**src/rtl/operand_bank_pkg.sv**
```systemverilog
// operand_bank_pkg: shared bank state type and project default sizes
package operand_bank_pkg;
  localparam int DW_DEF = 4;
  localparam int DEPTH_DEF = 2;
  typedef enum logic [1:0] {EMPTY, FILLING, FULL} bank_state_e;
endpackage

```
**src/rtl/operand_bank_if.sv**
```systemverilog
// operand_bank_if: load/flush/consume controls and bank status between front-end and bank
interface operand_bank_if
  import operand_bank_pkg::*;
#(
  parameter int DW = DW_DEF,
  parameter int DEPTH = DEPTH_DEF
);
  localparam int CW = $clog2(DEPTH + 1);
  logic load;
  logic clear;
  logic consume;
  logic [DW-1:0] in;
  logic [DEPTH*DW-1:0] operands;
  logic [CW-1:0] count;
  logic loaded;
  logic empty;
  logic ovf;
  modport master(output load, clear, consume, in, input operands, count, loaded, empty, ovf);
  modport slave(input load, clear, consume, in, output operands, count, loaded, empty, ovf);
endinterface

```
**src/rtl/operand_slot.sv**
```systemverilog
// operand_slot: one operand register with write enable and synchronous clear
module operand_slot #(
  parameter int DW = 4
) (
  input  logic          clk,
  input  logic          rst,
  input  logic          clr,
  input  logic          we,
  input  logic [DW-1:0] d,
  output logic [DW-1:0] q
);
  logic [DW-1:0] q_q, q_d;
  // clear beats write; otherwise the slot holds its value
  always_comb q_d = clr ? '0 : we ? d : q_q;
  // slot register, active-low synchronous reset
  always_ff @(posedge clk) begin
    if (!rst) q_q <= '0;
    else q_q <= q_d;
  end
  assign q = q_q;
endmodule

```
**src/rtl/operand_bank.sv**
```systemverilog
// operand_bank: fills DEPTH ordered operand slots, holds the full set until consumed
module operand_bank
  import operand_bank_pkg::*;
#(
  parameter int DW = DW_DEF,
  parameter int DEPTH = DEPTH_DEF
) (
  input logic clk,
  input logic rst,
  operand_bank_if.slave bus
);
  localparam int CW = $clog2(DEPTH + 1);
  bank_state_e state_q, state_d;
  logic [CW-1:0] count_q, count_d, wr_idx;
  logic ovf_q, ovf_d, wr_en, slot_clr;
  logic [DEPTH-1:0] we;
  // priority clear > consume > load; state follows the resulting count
  always_comb begin
    count_d = count_q;
    ovf_d = ovf_q;
    wr_en = 1'b0;
    wr_idx = count_q;
    slot_clr = 1'b0;
    if (bus.clear) begin
      count_d = '0;
      ovf_d = 1'b0;
      slot_clr = 1'b1;
    end else if (state_q == FULL && bus.consume) begin
      wr_en = bus.load;
      wr_idx = '0;
      count_d = bus.load ? CW'(1) : '0;
    end else if (bus.load) begin
      if (state_q == FULL) ovf_d = 1'b1;
      else begin
        wr_en = 1'b1;
        count_d = count_q + CW'(1);
      end
    end
    state_d = count_d == '0 ? EMPTY : count_d == CW'(DEPTH) ? FULL : FILLING;
  end
  // state, count and sticky overflow registers
  always_ff @(posedge clk) begin
    if (!rst) begin
      state_q <= EMPTY;
      count_q <= '0;
      ovf_q <= 1'b0;
    end else begin
      state_q <= state_d;
      count_q <= count_d;
      ovf_q <= ovf_d;
    end
  end
  for (genvar i = 0; i < DEPTH; i++) begin : g_slot
    assign we[i] = wr_en && wr_idx == CW'(i);
    operand_slot #(.DW(DW)) u_slot (
      .clk(clk),
      .rst(rst),
      .clr(slot_clr),
      .we(we[i]),
      .d(bus.in),
      .q(bus.operands[i*DW +: DW])
    );
  end
  assign bus.count = count_q;
  assign bus.loaded = state_q == FULL;
  assign bus.empty = state_q == EMPTY;
  assign bus.ovf = ovf_q;
endmodule

```
**src/flat_wrapper.sv**
```systemverilog
// flat-port wrapper written by rule: the top's interface ports become plain ports
module operand_bank_flat import operand_bank_pkg::*;
#(
  parameter int DW = DW_DEF,
  parameter int DEPTH = DEPTH_DEF
)
  (clk, rst, bus_load, bus_clear, bus_consume, bus_in, bus_operands, bus_count, bus_loaded, bus_empty, bus_ovf);
  operand_bank_if #(.DW(DW), .DEPTH(DEPTH)) bus_i ();
  input logic clk;
  input logic rst;
  input wire logic [$bits(bus_i.load)-1:0] bus_load;
  input wire logic [$bits(bus_i.clear)-1:0] bus_clear;
  input wire logic [$bits(bus_i.consume)-1:0] bus_consume;
  input wire logic [$bits(bus_i.in)-1:0] bus_in;
  output wire logic [$bits(bus_i.operands)-1:0] bus_operands;
  output wire logic [$bits(bus_i.count)-1:0] bus_count;
  output wire logic [$bits(bus_i.loaded)-1:0] bus_loaded;
  output wire logic [$bits(bus_i.empty)-1:0] bus_empty;
  output wire logic [$bits(bus_i.ovf)-1:0] bus_ovf;
  assign bus_i.load = bus_load;
  assign bus_i.clear = bus_clear;
  assign bus_i.consume = bus_consume;
  assign bus_i.in = bus_in;
  assign bus_operands = bus_i.operands;
  assign bus_count = bus_i.count;
  assign bus_loaded = bus_i.loaded;
  assign bus_empty = bus_i.empty;
  assign bus_ovf = bus_i.ovf;
  operand_bank #(.DW(DW), .DEPTH(DEPTH)) u_core (.clk(clk), .rst(rst), .bus(bus_i));
endmodule
```
**config.mk**
```make
export PLATFORM = sky130hd
export DESIGN_NAME = operand_bank_flat
export DESIGN_NICKNAME = d
export VERILOG_FILES = /design/src/rtl/operand_bank_pkg.sv /design/src/rtl/operand_bank_if.sv /design/src/rtl/operand_slot.sv /design/src/rtl/operand_bank.sv /design/src/flat_wrapper.sv
export SDC_FILE = /design/constraint.sdc
export NUM_CORES = 1
export LEC_CHECK = 0
export ABC_CLOCK_PERIOD_IN_PS = 1340
export BUFFER_PORTS_ARGS = -buffer_cell sky130_fd_sc_hd__buf_2
export CAP_MARGIN = 20
export CORE_MARGIN = 1
export CORE_UTILIZATION = 30
export DETAILED_ROUTE_END_ITERATION = 10
export PLACE_DENSITY = 0.57
export SLEW_MARGIN = 40
export SYNTH_ARGS = -nofsm -noshare
export SYNTH_HDL_FRONTEND = slang
export SYNTH_SLANG_ARGS = --single-unit
```
**constraint.sdc**
```tcl
create_clock -name clk -period 1.34 [get_ports clk]
set_input_delay 0.402 -clock clk [delete_from_list [all_inputs] [get_ports clk]]
set_output_delay 0.402 -clock clk [all_outputs]
set_load 0.03 [all_outputs]
```
* Word level (Yosys, flattened, before mapping) *
Index checks and enable logic that the tools add are counted.

storage, ports and cells
  bits in registers = 13
  bits of input ports = 9
  logic and storage cells = 34

cells by class
  $add $sub $neg = 1
  equal/unequal tests = 3
  multiplexer cells = 13
  bitwise operators = 2
  reductions and logical operators = 10

operator list
  cell                                                                   count
  2-bit two-way mux                                                      7
  2-bit zero test                                                        3
  1-bit two-way mux                                                      6
  2-bit OR reduction                                                     3
  2-bit equality test, second input constant                             2
  1-bit logical AND                                                      3
  3-bit AND reduction                                                    1
  2-bit by 1-bit adder with 2-bit output, second input constant          1
  2-bit by 1-bit equality test with 1-bit output, second input constant  1
  1-bit NOT                                                              2

* Logic depth before layout (Yosys ltp) *
Gate-level depths: netlist of run 1.

  word-level depth = 7
  gate-level depth with buffers = 6
  mapped depth without buffers = 5

* Hierarchy *
A second synthesis of run 1 with hierarchy kept.

second synthesis, totals
  cells, all modules = 55
  area, all modules = 556.8 µm²

by module, submodules not included
  module        instances  cells an instance  area each (µm²)
  operand_slot  2          14                 146.4
  operand_bank  1          27                 264.0

* Worst setup path after synthesis of run 1 *
Ideal clock, no wire load.

  path kind = register -> register
  start = register u_core.count_q[0] (netlist: u_core.bus.count[0])
  end = register u_core.g_slot[1].u_slot.q_q[0]
  library setup time = 117 ps
  data arrival time = 1,396 ps
  path slack = -173 ps
  cell stages (with the launch flop) = 6
  cells stage by stage = dfxtp_1 > nand2_2 > or4_4 > buf_6 > mux2i_1 > nor2_1

between the ends
  word-level cells in the longest chain between the ends = 4

RTL lines
  what                                              RTL line            RTL
  from (decl)                                       operand_bank.sv:14  logic [CW-1:0] count_q, count_d, wr_idx;
  from (signal assigned)                            operand_bank.sv:49  count_q <= count_d;
  2-bit two-way mux                                 operand_bank.sv:28  end else if (state_q == FULL && bus.consume) begin
  2-bit two-way mux *                               operand_bank.sv:24  if (bus.clear) begin
  2-bit by 1-bit equality test with 1-bit output *  operand_bank.sv:54  assign we[i] = wr_en && wr_idx == CW'(i);
  1-bit logical AND *                               operand_bank.sv:54
  to (signal assigned)                              operand_slot.sv:18  else q_q <= q_d;
  to (decl)                                         operand_slot.sv:12  logic [DW-1:0] q_q, q_d;

Mark *: on every way between the ends. The rest lies on a longest branch, timed or not.
A chain may end at the register's enable or synchronous reset.

* Final worst setup path of run 1 *
  start = register u_core.state_q[0]
  end = output port bus_loaded

between the ends
  word-level cells in the longest chain between the ends = 1

RTL lines
  what                    RTL line            RTL
  from (decl)             operand_bank.sv:13  bank_state_e state_q, state_d;
  from (signal assigned)  operand_bank.sv:48  state_q <= state_d;
  2-bit equality test     operand_bank.sv:65  assign bus.loaded = state_q == FULL;
  to (decl)               flat_wrapper.sv:17  output wire logic [$bits(bus_i.loaded)-1:0] bus_loaded;

Every way passes these cells.

==> PnR_summary.wiki, run 1 <==
{| class="wikitable"
! Metric !! Value
|-
| Outcome || finished, violations left
|-
| Violated checks || setup timing
|-
| Antenna violations before repair || 0
|-
| Worst setup EP type || output pin
|-
| Fraction of power spent switching nets || 24.60%
|-
| Share of cells above drive strength 1 || 48.91%
|-
| Sink Count || 13
|-
| Hold-fix buffers at CTS || 0
|-
| Post-route fraction of the period consumed by the critical path || 101.9%
|-
| Combinational power share || 14.6%
|-
| Number of antenna repair diodes || 0
|-
| Core Footprint || 1764 um2
|-
| Transition time at the pin with the least slew margin || 369.1 ps
|-
| Worst hold path class || input port to flip-flop
|-
| Via-to-Cell Ratio || 4.564
|-
| Global placer's final weighted congestion || 0.8343
|-
| Initial cell density of the core || 32.48%
|-
| Launch point of the worst hold path || rst
|-
| Setup slack after layout || -24.92 ps
|-
| Number of hold violations in the final report || 0
|-
| CP Launch Type || flip-flop
|-
| Library cell occupying the most area in the post-synthesis netlist || sky130_fd_sc_hd__dfxtp_1
|-
| Sequential share of the synthesized area || 45.41%
|-
| Count of antenna-violating nets left after detailed routing || 0
|-
| Syn Area/Cell || 9.551 um2
|-
| Areal power density over the cells || 906.7 nW/um2
|-
| Number of warnings issued by yosys || 0
|-
| Layout Area Growth over Synthesis || 43.01%
|-
| Number of buffers on the longest clock path || 2
|-
| Top cells by area, synth || sky130_fd_sc_hd__dfxtp_1 (45%), sky130_fd_sc_hd__a41o_1 (7.0%), sky130_fd_sc_hd__mux2i_1 (7.0%)
|-
| I/O pins || 22
|-
| FF+latch count, synth || 13
|-
| Maximum level of the CTS H-tree || 1
|-
| Clock latency on the worst-skew pair || 270 ps
|-
| DIE WIDTH || 45.71 um
|-
| Remaining global-route overflow || 0
|-
| Number of buffers inserted during clock tree synthesis || 3
|-
| CTS root buf || sky130_fd_sc_hd__clkbuf_4
|-
| Worst setup timing slack at the placement stage || -80.43 ps
|-
| Crit Reg-Reg Startpoint || u_core.state_q[0]
|-
| Floorplan die area || 2089 um2
|-
| Worst Hold End || u_core.state_q[0]
|-
| Max Fclk || 0.7326 GHz
|-
| Final setup violation count || 4
|-
| Post-Route Skew || 7.997 ps
|-
| Rel. slew slack || 75.39%
|-
| Number of max-slew violations in the final report || 0
|-
| Quantity of I/O buffers inserted on ports || 21
|-
| Syn Inst Count || 60
|-
| Global-route usage over all layers || 13.30%
|-
| Final core area utilization || 46.45%
|-
| MaxCap Viol Count || 0
|-
| Number of design rule violations left after detail routing || 0
|-
| RSZ-0062 raised after global routing || yes
|-
| Post-synth net total || 69
|-
| Part of the total power dissipated in sequential elements || 54.0%
|-
| Drt first pass iters || 4
|-
| Met2 Routed Length || 590 um
|-
| Vias in the first global route || 488
|-
| Maximum number of pins on one net before global-route repair || 9
|-
| Worst hold margin || 387.3 ps
|-
| Cell internal pwr || 0.5603 mW
|-
| Wire length of the first global-routing pass || 1.987 mm
|-
| Synth cell types || 21
|-
| Length of routed wiring on met1 || 597 um
|-
| Wirelength per Cell || 10.68 um
|-
| Worst R2R Setup Slack || -10 ps
|-
| Met3 Wirelength || 42 um
|-
| Crit path max fanout || 4
|-
| CTS tree || yes
|-
| Leakage || 0.4227 nW
|-
| Number of nets in the finished design || 102
|-
| Worst path arrival time || 960 ps
|-
| Half-perimeter wire length after detailed placement || 972.4 um
|-
| Via count || 534
|-
| Final worst path period need || 1365 ps
|-
| Net Sw Power || 0.1828 mW
|-
| Type of the worst setup path || flip-flop to output pin
|-
| Worst hold path depth || 2
|-
| Uppermost signal routing layer after detailed routing || met4
|-
| Final Routed Wirelength || 1.250 mm
|-
| Total standard cell area after synthesis || 573.1 um2
|-
| Clock network fraction of total power || 31.4%
|-
| Worst-path clk slew || 80 ps
|-
| Worst Reg-to-Reg Cells || 5
|-
| Die Ht || 45.71 um
|-
| Capturing point of the worst reg2reg path || u_core.g_slot[1].u_slot.q[3]
|-
| DR iter-0 viols || 10
|-
| WP data required || 940 ps
|-
| Maximum vdd ir drop || 0.0004475 V
|-
| Std cell rows || 15
|-
| Area fraction of the dominant cell type after synthesis || 45.41%
|}
-- state kept, by name, indices dropped and copies added, names as in the netlist --
name and flops:
u_core.g_slot.u_slot.q 8, u_core.state_q 2, u_core.bus.ovf 1, u_core.bus.count 2
-- placed cells by master, fill, tap and decap left out --
master,Yosys,routed
sky130_fd_sc_hd__a2111oi_2,0,1
sky130_fd_sc_hd__a211oi_1,1,1
sky130_fd_sc_hd__a21oi_1,7,6
sky130_fd_sc_hd__a21oi_2,0,1
sky130_fd_sc_hd__a41o_1,4,4
sky130_fd_sc_hd__and2_1,2,2
sky130_fd_sc_hd__buf_2,0,19
sky130_fd_sc_hd__buf_4,0,11
sky130_fd_sc_hd__buf_6,1,1
sky130_fd_sc_hd__clkbuf_1,2,1
sky130_fd_sc_hd__clkbuf_4,0,3
sky130_fd_sc_hd__dfxtp_1,13,9
sky130_fd_sc_hd__dfxtp_2,0,4
sky130_fd_sc_hd__inv_1,1,1
sky130_fd_sc_hd__inv_8,0,1
sky130_fd_sc_hd__mux2i_1,4,4
sky130_fd_sc_hd__nand2_1,4,4
sky130_fd_sc_hd__nand2_2,1,1
sky130_fd_sc_hd__nand2b_4,1,1
sky130_fd_sc_hd__nand3b_1,1,1
sky130_fd_sc_hd__nor2_1,9,9
sky130_fd_sc_hd__nor2b_1,2,2
sky130_fd_sc_hd__o21ai_0,2,2
sky130_fd_sc_hd__o31ai_4,1,1
sky130_fd_sc_hd__or2b_1,1,1
sky130_fd_sc_hd__or4_4,1,1
-- metrics by stage --
stage	setup TNS (ps)	total power [mW]	instances	area, um2
after floorplan	-297.1	0.4635	60	581.8
after global placement	-398.5	0.5074	111	759.5
after detailed placement	-456.8	0.5071	111	759.5
after CTS	-76.37	0.7409	115	793.3
after global routing	-487.6	0.7800	117	819.5
final	-46.09	0.7430	117	819.5
-- logic make-up after synthesis --
| family | Yosys count | synth area share (%) |
|---|---|---|
| muxes | 4 | 6.987 |
| buffers and inverters | 5 | 5.022 |
| AOI/OAI and AO/OA | 16 | 21.62 |
| and+or+nand+nor | 22 | 20.96 |
| DFF | 13 | 45.41 |
-- what timing repair did --
action,CTS,global route
pin swaps,2,2
endpoints found under the setup margin,7,13
setup buffers,0,2
gates resized for setup,3,4
-- cells in the mapped netlist (all sizes together) --
cell,count
buf,1
dfxtp,13
a41o,4
or2b,1
o21ai,2
clkbuf,2
or4,1
nand2,5
mux2i,4
a21oi,7
inv,2
nand3b,1
and2,2
nor2b,2
nor2,9
a211oi,1
o31ai,1
a2111oi,1
nand2b,1
-- cell type report --
| type | count | area [um2] |
|---|---|---|
| multi-input cells | 42 | 292.8 |
| flip-flops and latches | 13 | 265.3 |
| fillers | 183 | 944.7 |
| repair buffers | 31 | 188.9 |
| clock buffers | 4 | 26.28 |
| inverters | 2 | 15.01 |
| well taps | 25 | 31.28 |
-- power by group through the flow --
stage / registers [mW] / clock network (mW) / logic [mW]
global route: 0.402 / 0.260 / 0.118
detailed placement: 0.410 / 0 / 0.0969
floorplan: 0.420 / 0 / 0.0437
global placement: 0.410 / 0 / 0.0978
CTS: 0.401 / 0.242 / 0.0981
finish: 0.401 / 0.233 / 0.109
-- how the worst max path moves through the flow --
stage	from	to	slack (ps)
2_1_floorplan	u_core.state_q[0]	u_core.g_slot[1].u_slot.q[0]	-70
3_5_place_dp	bus_load	u_core.g_slot[1].u_slot.q[0]	-80
5_1_grt	u_core.state_q[0]	u_core.g_slot[1].u_slot.q[3]	-60
6_report	u_core.state_q[0]	bus_loaded	-20
4_1_cts	u_core.state_q[0]	bus_loaded	-40
3_3_place_gp	bus_clear	u_core.g_slot[1].u_slot.q[2]	-70
-- critical path: stages, from the launching register on --
cell                       delay (ps)
sky130_fd_sc_hd__dfxtp_2          330
sky130_fd_sc_hd__nand2b_4         170
sky130_fd_sc_hd__inv_8             70
sky130_fd_sc_hd__buf_6            120
-- layer usage --
metal  global-route usage, %  vias up
met5                       0        -
met4                   8.824        0
met3                   1.587        2
met2                   22.29       10
met1                   15.82      243
li1                        -      279
Power figures use the tool's default switching activity.
==> inputs of run 2 (changes only) <==
Settings changed: ABC_AREA set to 1.
==> PnR_summary.wiki, run 2 <==
{| class="wikitable"
! Metric !! Value
|-
| Std cell rows || 15
|-
| Number of buffers on the longest clock path || 2
|-
| Initial cell density of the core || 33.61%
|-
| DR iter-0 viols || 4
|-
| DIE WIDTH || 46.93 um
|-
| Max Fclk || 0.7610 GHz
|-
| Post-Route Skew || 0.4837 ps
|-
| Syn Inst Count || 84
|-
| Wirelength per Cell || 8.752 um
|-
| CTS tree || yes
|-
| Die Ht || 46.93 um
|-
| WP data required || 940 ps
|-
| Hold-fix buffers at CTS || 0
|-
| Syn Area/Cell || 7.209 um2
|-
| Top FF cell, synth || sky130_fd_sc_hd__dfxtp_1
|-
| Most common cell in the netlist || sky130_fd_sc_hd__nor2_1
|-
| Areal power density over the cells || 952.0 nW/um2
|-
| Number of antenna repair diodes || 0
|-
| Worst setup EP type || output pin
|-
| Number of warnings issued by yosys || 0
|-
| Drt first pass iters || 4
|-
| Final setup violation count || 0
|-
| Via count || 585
|-
| Final Routed Wirelength || 1.199 mm
|-
| Global-route usage over all layers || 12.17%
|-
| Total standard cell area after synthesis || 605.6 um2
|-
| Number of design rule violations left after detail routing || 0
|-
| I/O pins || 22
|-
| Final worst path period need || 1314 ps
|-
| Floorplan die area || 2202 um2
|-
| RSZ-0062 raised after global routing || yes
|-
| Leading post-synthesis cells by instance count || sky130_fd_sc_hd__nor2_1 (14), sky130_fd_sc_hd__dfxtp_1 (13), sky130_fd_sc_hd__nand2_1 (13), sky130_fd_sc_hd__inv_1 (12), sky130_fd_sc_hd__nand3_1 (9)
|-
| Setup slack after layout || 25.87 ps
|-
| Worst setup timing slack at the placement stage || 80.11 ps
|-
| Clock latency on the worst-skew pair || 270 ps
|-
| Crit path max fanout || 4
|-
| Worst hold path class || input port to flip-flop
|-
| Commonest non-fill, non-tap cells in the layout || sky130_fd_sc_hd__buf_2 (18), sky130_fd_sc_hd__nor2_1 (14), sky130_fd_sc_hd__nand2_1 (13), sky130_fd_sc_hd__inv_1 (12), sky130_fd_sc_hd__dfxtp_1 (11)
|-
| Remaining global-route overflow || 0
|-
| Post-route fraction of the period consumed by the critical path || 98.07%
|-
| Post-synth net total || 93
|-
| Top cells by area, synth || sky130_fd_sc_hd__dfxtp_1 (43%), sky130_fd_sc_hd__nor2_1 (8.7%), sky130_fd_sc_hd__nand2_1 (8.1%)
|-
| Layout Area Growth over Synthesis || 33.06%
|-
| Share of cells above drive strength 1 || 36.61%
|-
| Ys async rst share || 0%
|-
| Sequential share of the synthesized area || 42.98%
|-
| Number of hold violations in the final report || 0
|-
| Maximum level of the CTS H-tree || 1
|-
| Synth cell types || 17
|-
| Flip-flop count of the largest register after layout || 8
|-
| Worst-path clk slew || 80 ps
|-
| Global placer's final weighted congestion || 0.7983
|-
| Leakage || 0.4023 nW
|-
| Most frequent standard cell in the layout excluding fill and tap cells || sky130_fd_sc_hd__buf_2
|-
| Type of the worst setup path || flip-flop to output pin
|-
| MaxCap Viol Count || 0
|-
| Core Footprint || 1802 um2
|-
| Half-perimeter wire length after detailed placement || 887.9 um
|-
| Sink Count || 13
|-
| Transition time at the pin with the least slew margin || 216.5 ps
|-
| Launch point of the worst hold path || rst
|-
| Rel. slew slack || 85.41%
|-
| Number of nets in the finished design || 122
|-
| Post-synth EDFFs || 0
|-
| Maximum number of pins on one net before global-route repair || 11
|-
| Outcome || complete, no violations
|-
| Final Total Pwr || 0.7671 mW
|-
| Vias in the first global route || 471
|-
| Launch point of the critical path || u_core.state_q[1]
|-
| Library cell occupying the most area in the post-synthesis netlist || sky130_fd_sc_hd__dfxtp_1
|-
| Worst path arrival time || 910 ps
|-
| Via-to-Cell Ratio || 4.270
|-
| Antenna violations before repair || 0
|-
| Crit Reg-Reg Startpoint || u_core.state_q[0]
|-
| Wire length of the first global-routing pass || 1.842 mm
|-
| Maximum vdd ir drop || 0.0004755 V
|-
| Quantity of I/O buffers inserted on ports || 21
|-
| CP Launch Type || flip-flop
|-
| Count of antenna-violating nets left after detailed routing || 0
|-
| Number of buffers inserted during clock tree synthesis || 3
|-
| CTS root buf || sky130_fd_sc_hd__clkbuf_4
|-
| Area fraction of the dominant cell type after synthesis || 42.98%
|-
| Number of max-slew violations in the final report || 0
|-
| FF+latch count, synth || 13
|}
-- run 2: layout make-up --
type	count	area [um2]
clock buffers	4	26.28
fillers	189	996.0
inverters	14	52.55
multi-input cells	56	286.5
flip-flops and latches	13	262.8
well taps	25	31.28
repair buffers	25	146.4
-- run 2: logic make-up (layout without fill, tap and decap cells) --
group	count (synthesis)	after routing	synth area share [%]
compound gates	10	10	9.297
flops	13	13	42.98
simple gates	46	46	37.19
buf+inv	15	43	10.54
-- run 2: routing by layer --
metal | track usage [%] | wire length, um | up-vias
met3 | 3.462 | 34 | 2
met4 | 8.571 | 19 | 0
met1 | 15.58 | 607 | 254
met2 | 17.50 | 538 | 14
li1 | - | - | 315
met5 | 0 | 0 | -
-- run 2: stage by stage --
step           hold slack (ps)  setup TNS, ps  cell area, um2  utilization [%]  cells
6_report                 408.3              0           805.8            44.72    137
5_1_grt                  414.7         -52.90           805.8            44.72    137
4_1_cts                  414.3              0           802.0            44.51    137
3_5_place_dp             460.4              0           753.2            41.81    132
3_3_place_gp             445.8              0           753.2            41.81    132
2_1_floorplan            584.1              0           605.6                -     84
-- run 2: critical path, cell delays in order (launching register included) --
cell,delay [ps]
sky130_fd_sc_hd__dfxtp_2,360
sky130_fd_sc_hd__inv_2,50
sky130_fd_sc_hd__nor2_4,100
sky130_fd_sc_hd__buf_6,140
-- run 2: worst paths after layout --
| path | end | slack (ps) | cells past startpoint |
|---|---|---|---|
| worst max-delay path | bus_loaded | 30 | 3 |
| worst min-delay path | u_core.bus.count[0] | 410 | 3 |
| worst max register to register | u_core.g_slot[1].u_slot.q[0] | 170 | 8 |
| worst min register to register | u_core.bus.ovf | 470 | 1 |
-- run 2: power breakdown --
part | total [mW] | leakage (nW) | switching [mW] | internal [mW]
logic | 0.120 | 0.281 | 0.0738 | 0.0461
clock network | 0.244 | 0.0150 | 0.129 | 0.115
registers | 0.403 | 0.106 | 0.00739 | 0.396
total | 0.767 | 0.402 | 0.210 | 0.557
-- run 2: timing repair --
action                                  CTS  global route
endpoints found under the setup margin    1             3
hold endpoints to repair                  0             0
buffers inserted                          1             0
resized for setup                         5             2
==> inputs of run 3 (changes only) <==
Settings changed: CORE_UTILIZATION 30 to 41, PLACE_DENSITY 0.57 to 0.73.
==> PnR_summary.wiki, run 3 (synthesized netlist as in run 2, its figures left out) <==
{| class="wikitable"
! Metric !! Value
|-
| Number of design rule violations left after detail routing || 0
|-
| Wire length of the first global-routing pass || 1.821 mm
|-
| Global placer's final weighted congestion || 0.7560
|-
| Via-to-Cell Ratio || 4.500
|-
| Launch point of the worst hold path || rst
|-
| CP Cell Sequence || inv_4, nor2_4, buf_6
|-
| Hold-fix buffers at CTS || 0
|-
| Number of buffers inserted during clock tree synthesis || 3
|-
| Setup TNS Final || 0 ps
|-
| Final worst path period need || 1332 ps
|-
| Worst setup EP type || output pin
|-
| CTS tree || yes
|-
| Crit-path slowest cell || sky130_fd_sc_hd__dfxtp_4
|-
| DR iter-0 viols || 10
|-
| Final Routed Wirelength || 1.205 mm
|-
| CTS root buf || sky130_fd_sc_hd__clkbuf_4
|-
| Share of cells above drive strength 1 || 36.94%
|-
| Worst hold path class || input port to flip-flop
|-
| Half-perimeter wire length after detailed placement || 887.9 um
|-
| Worst-path clk slew || 80 ps
|-
| WP data required || 940 ps
|-
| Transition time at the pin with the least slew margin || 204.4 ps
|-
| Die Ht || 40.43 um
|-
| Std cell rows || 13
|-
| Worst hold path depth || 3
|-
| Number of nets in the finished design || 121
|-
| Flip-flop count of the largest register after layout || 8
|-
| Initial cell density of the core || 45.40%
|-
| Capturing point of the worst reg2reg path || u_core.g_slot[1].u_slot.q[1]
|-
| Maximum single-stage delay on the critical path || 380 ps
|-
| Quantity of I/O buffers inserted on ports || 21
|-
| Vias in the first global route || 457
|-
| Type of the worst setup path || flip-flop to output pin
|-
| Max Fclk || 0.7508 GHz
|-
| Remaining global-route overflow || 0
|-
| Met3 track utilization from global routing || 6.667%
|-
| Maximum number of pins on one net before global-route repair || 11
|-
| Core Footprint || 1334 um2
|-
| Number of max-slew violations in the final report || 0
|-
| RSZ-0062 raised after global routing || yes
|-
| Outcome || complete, no violations
|-
| Worst Hold End || u_core.bus.count[0]
|-
| Number of hold violations in the final report || 0
|-
| Layer with the highest usage || met2
|-
| Met2 Track Usage GR || 25.79%
|-
| Drt first pass iters || 4
|-
| I/O pins || 22
|-
| Layout Area Growth over Synthesis || 30.79%
|-
| Leakage || 0.3990 nW
|-
| Rel. slew slack || 86.23%
|-
| Worst Reg-to-Reg Cells || 7
|-
| Floorplan die area || 1635 um2
|-
| Non-filler cells in the finished layout || 126
|-
| Post-Route Skew || 2.926 ps
|-
| Commonest non-fill, non-tap cells in the layout || sky130_fd_sc_hd__buf_2 (18), sky130_fd_sc_hd__nor2_1 (14), sky130_fd_sc_hd__nand2_1 (13), sky130_fd_sc_hd__inv_1 (12), sky130_fd_sc_hd__dfxtp_1 (10)
|-
| Most frequent standard cell in the layout excluding fill and tap cells || sky130_fd_sc_hd__buf_2
|-
| Maximum vdd ir drop || 0.0007730 V
|-
| Crit path max fanout || 4
|-
| MaxCap Viol Count || 0
|-
| Antenna violations before repair || 0
|-
| DIE WIDTH || 40.43 um
|-
| Sink Count || 13
|-
| Via count || 567
|-
| Clock latency on the worst-skew pair || 270 ps
|-
| Crit Reg-Reg Startpoint || u_core.state_q[1]
|-
| GR Util met1 || 21.89%
|-
| Wirelength per Cell || 9.563 um
|-
| Worst R2R Setup Slack || 190 ps
|-
| CP Launch Type || flip-flop
|-
| Global-route usage over all layers || 17.87%
|-
| Worst path arrival time || 930 ps
|-
| Placed instance count || 122
|-
| Final setup violation count || 0
|-
| Maximum level of the CTS H-tree || 1
|-
| Number of buffers on the longest clock path || 2
|-
| Count of antenna-violating nets left after detailed routing || 0
|-
| Post-route fraction of the period consumed by the critical path || 99.40%
|-
| Number of antenna repair diodes || 0
|-
| Areal power density over the cells || 964.9 nW/um2
|-
| Final Total Pwr || 0.7642 mW
|}
[run 3: changes by cell type in the layout (fill, tap and decap cells not counted)]
cell	previous run	this run
sky130_fd_sc_hd__inv_2	2	1
sky130_fd_sc_hd__dfxtp_1	11	10
sky130_fd_sc_hd__inv_4	0	1
sky130_fd_sc_hd__dfxtp_4	0	1
sky130_fd_sc_hd__clkbuf_4	4	3
[run 3: worst max-delay path: cells and delay by family, from the launching register on]
kind / cells / cell delay [ps]
flops: 1 / 380
buf+inv: 2 / 180
simple gates: 1 / 100
[run 3: per-stage QoR]
step | utilization [%] | hold WS (ps) | setup WS (ps) | instance area, um2
2_1_floorplan | - | 584.1 | 7.041 | 605.6
3_3_place_gp | 55.53 | 441.1 | 117.9 | 740.7
3_5_place_dp | 55.53 | 447.3 | 83.36 | 740.7
4_1_cts | 58.63 | 409.3 | -2.020 | 782.0
5_1_grt | 59.38 | 418.1 | -43.33 | 792.0
6_report | 59.38 | 409.3 | 8.011 | 792.0
[run 3: how the worst max path moves through the flow]
stage | endpoint | from | depth (start not counted)
floorplan | u_core.g_slot[1].u_slot.q[0] | u_core.state_q[1] | 7
global placement | u_core.g_slot[1].u_slot.q[1] | bus_consume | 8
detailed placement | u_core.g_slot[1].u_slot.q[1] | bus_consume | 8
CTS | bus_loaded | u_core.state_q[1] | 3
global route | bus_loaded | u_core.state_q[1] | 3
finish | bus_loaded | u_core.state_q[1] | 3
[run 3: what timing repair did]
item,in CTS,in global routing
resized for setup,5,6
setup endpoints to repair,2,3
gates cloned,0,0
setup buffers,0,0
[run 3: layout make-up]
type	count	area (um2)
clock buffer	4	26.28
timing repair buffer	24	138.9
sequential	13	266.5
multi-input combinational	56	286.5
tap	15	18.77
fill	141	541.8
inverter	14	55.05
[run 3: metal layers]
metal	vias up	part of all wire (%)
met5	-	0
met4	0	2.2
met3	4	4.0
met2	13	46
met1	234	48
li1	316	-
[run 3: power by group]
group,switching (mW),internal (mW),leakage (nW),total [mW]
clock network,0.127,0.115,0.0150,0.242
registers,0.00801,0.394,0.107,0.402
logic,0.0739,0.0459,0.277,0.120
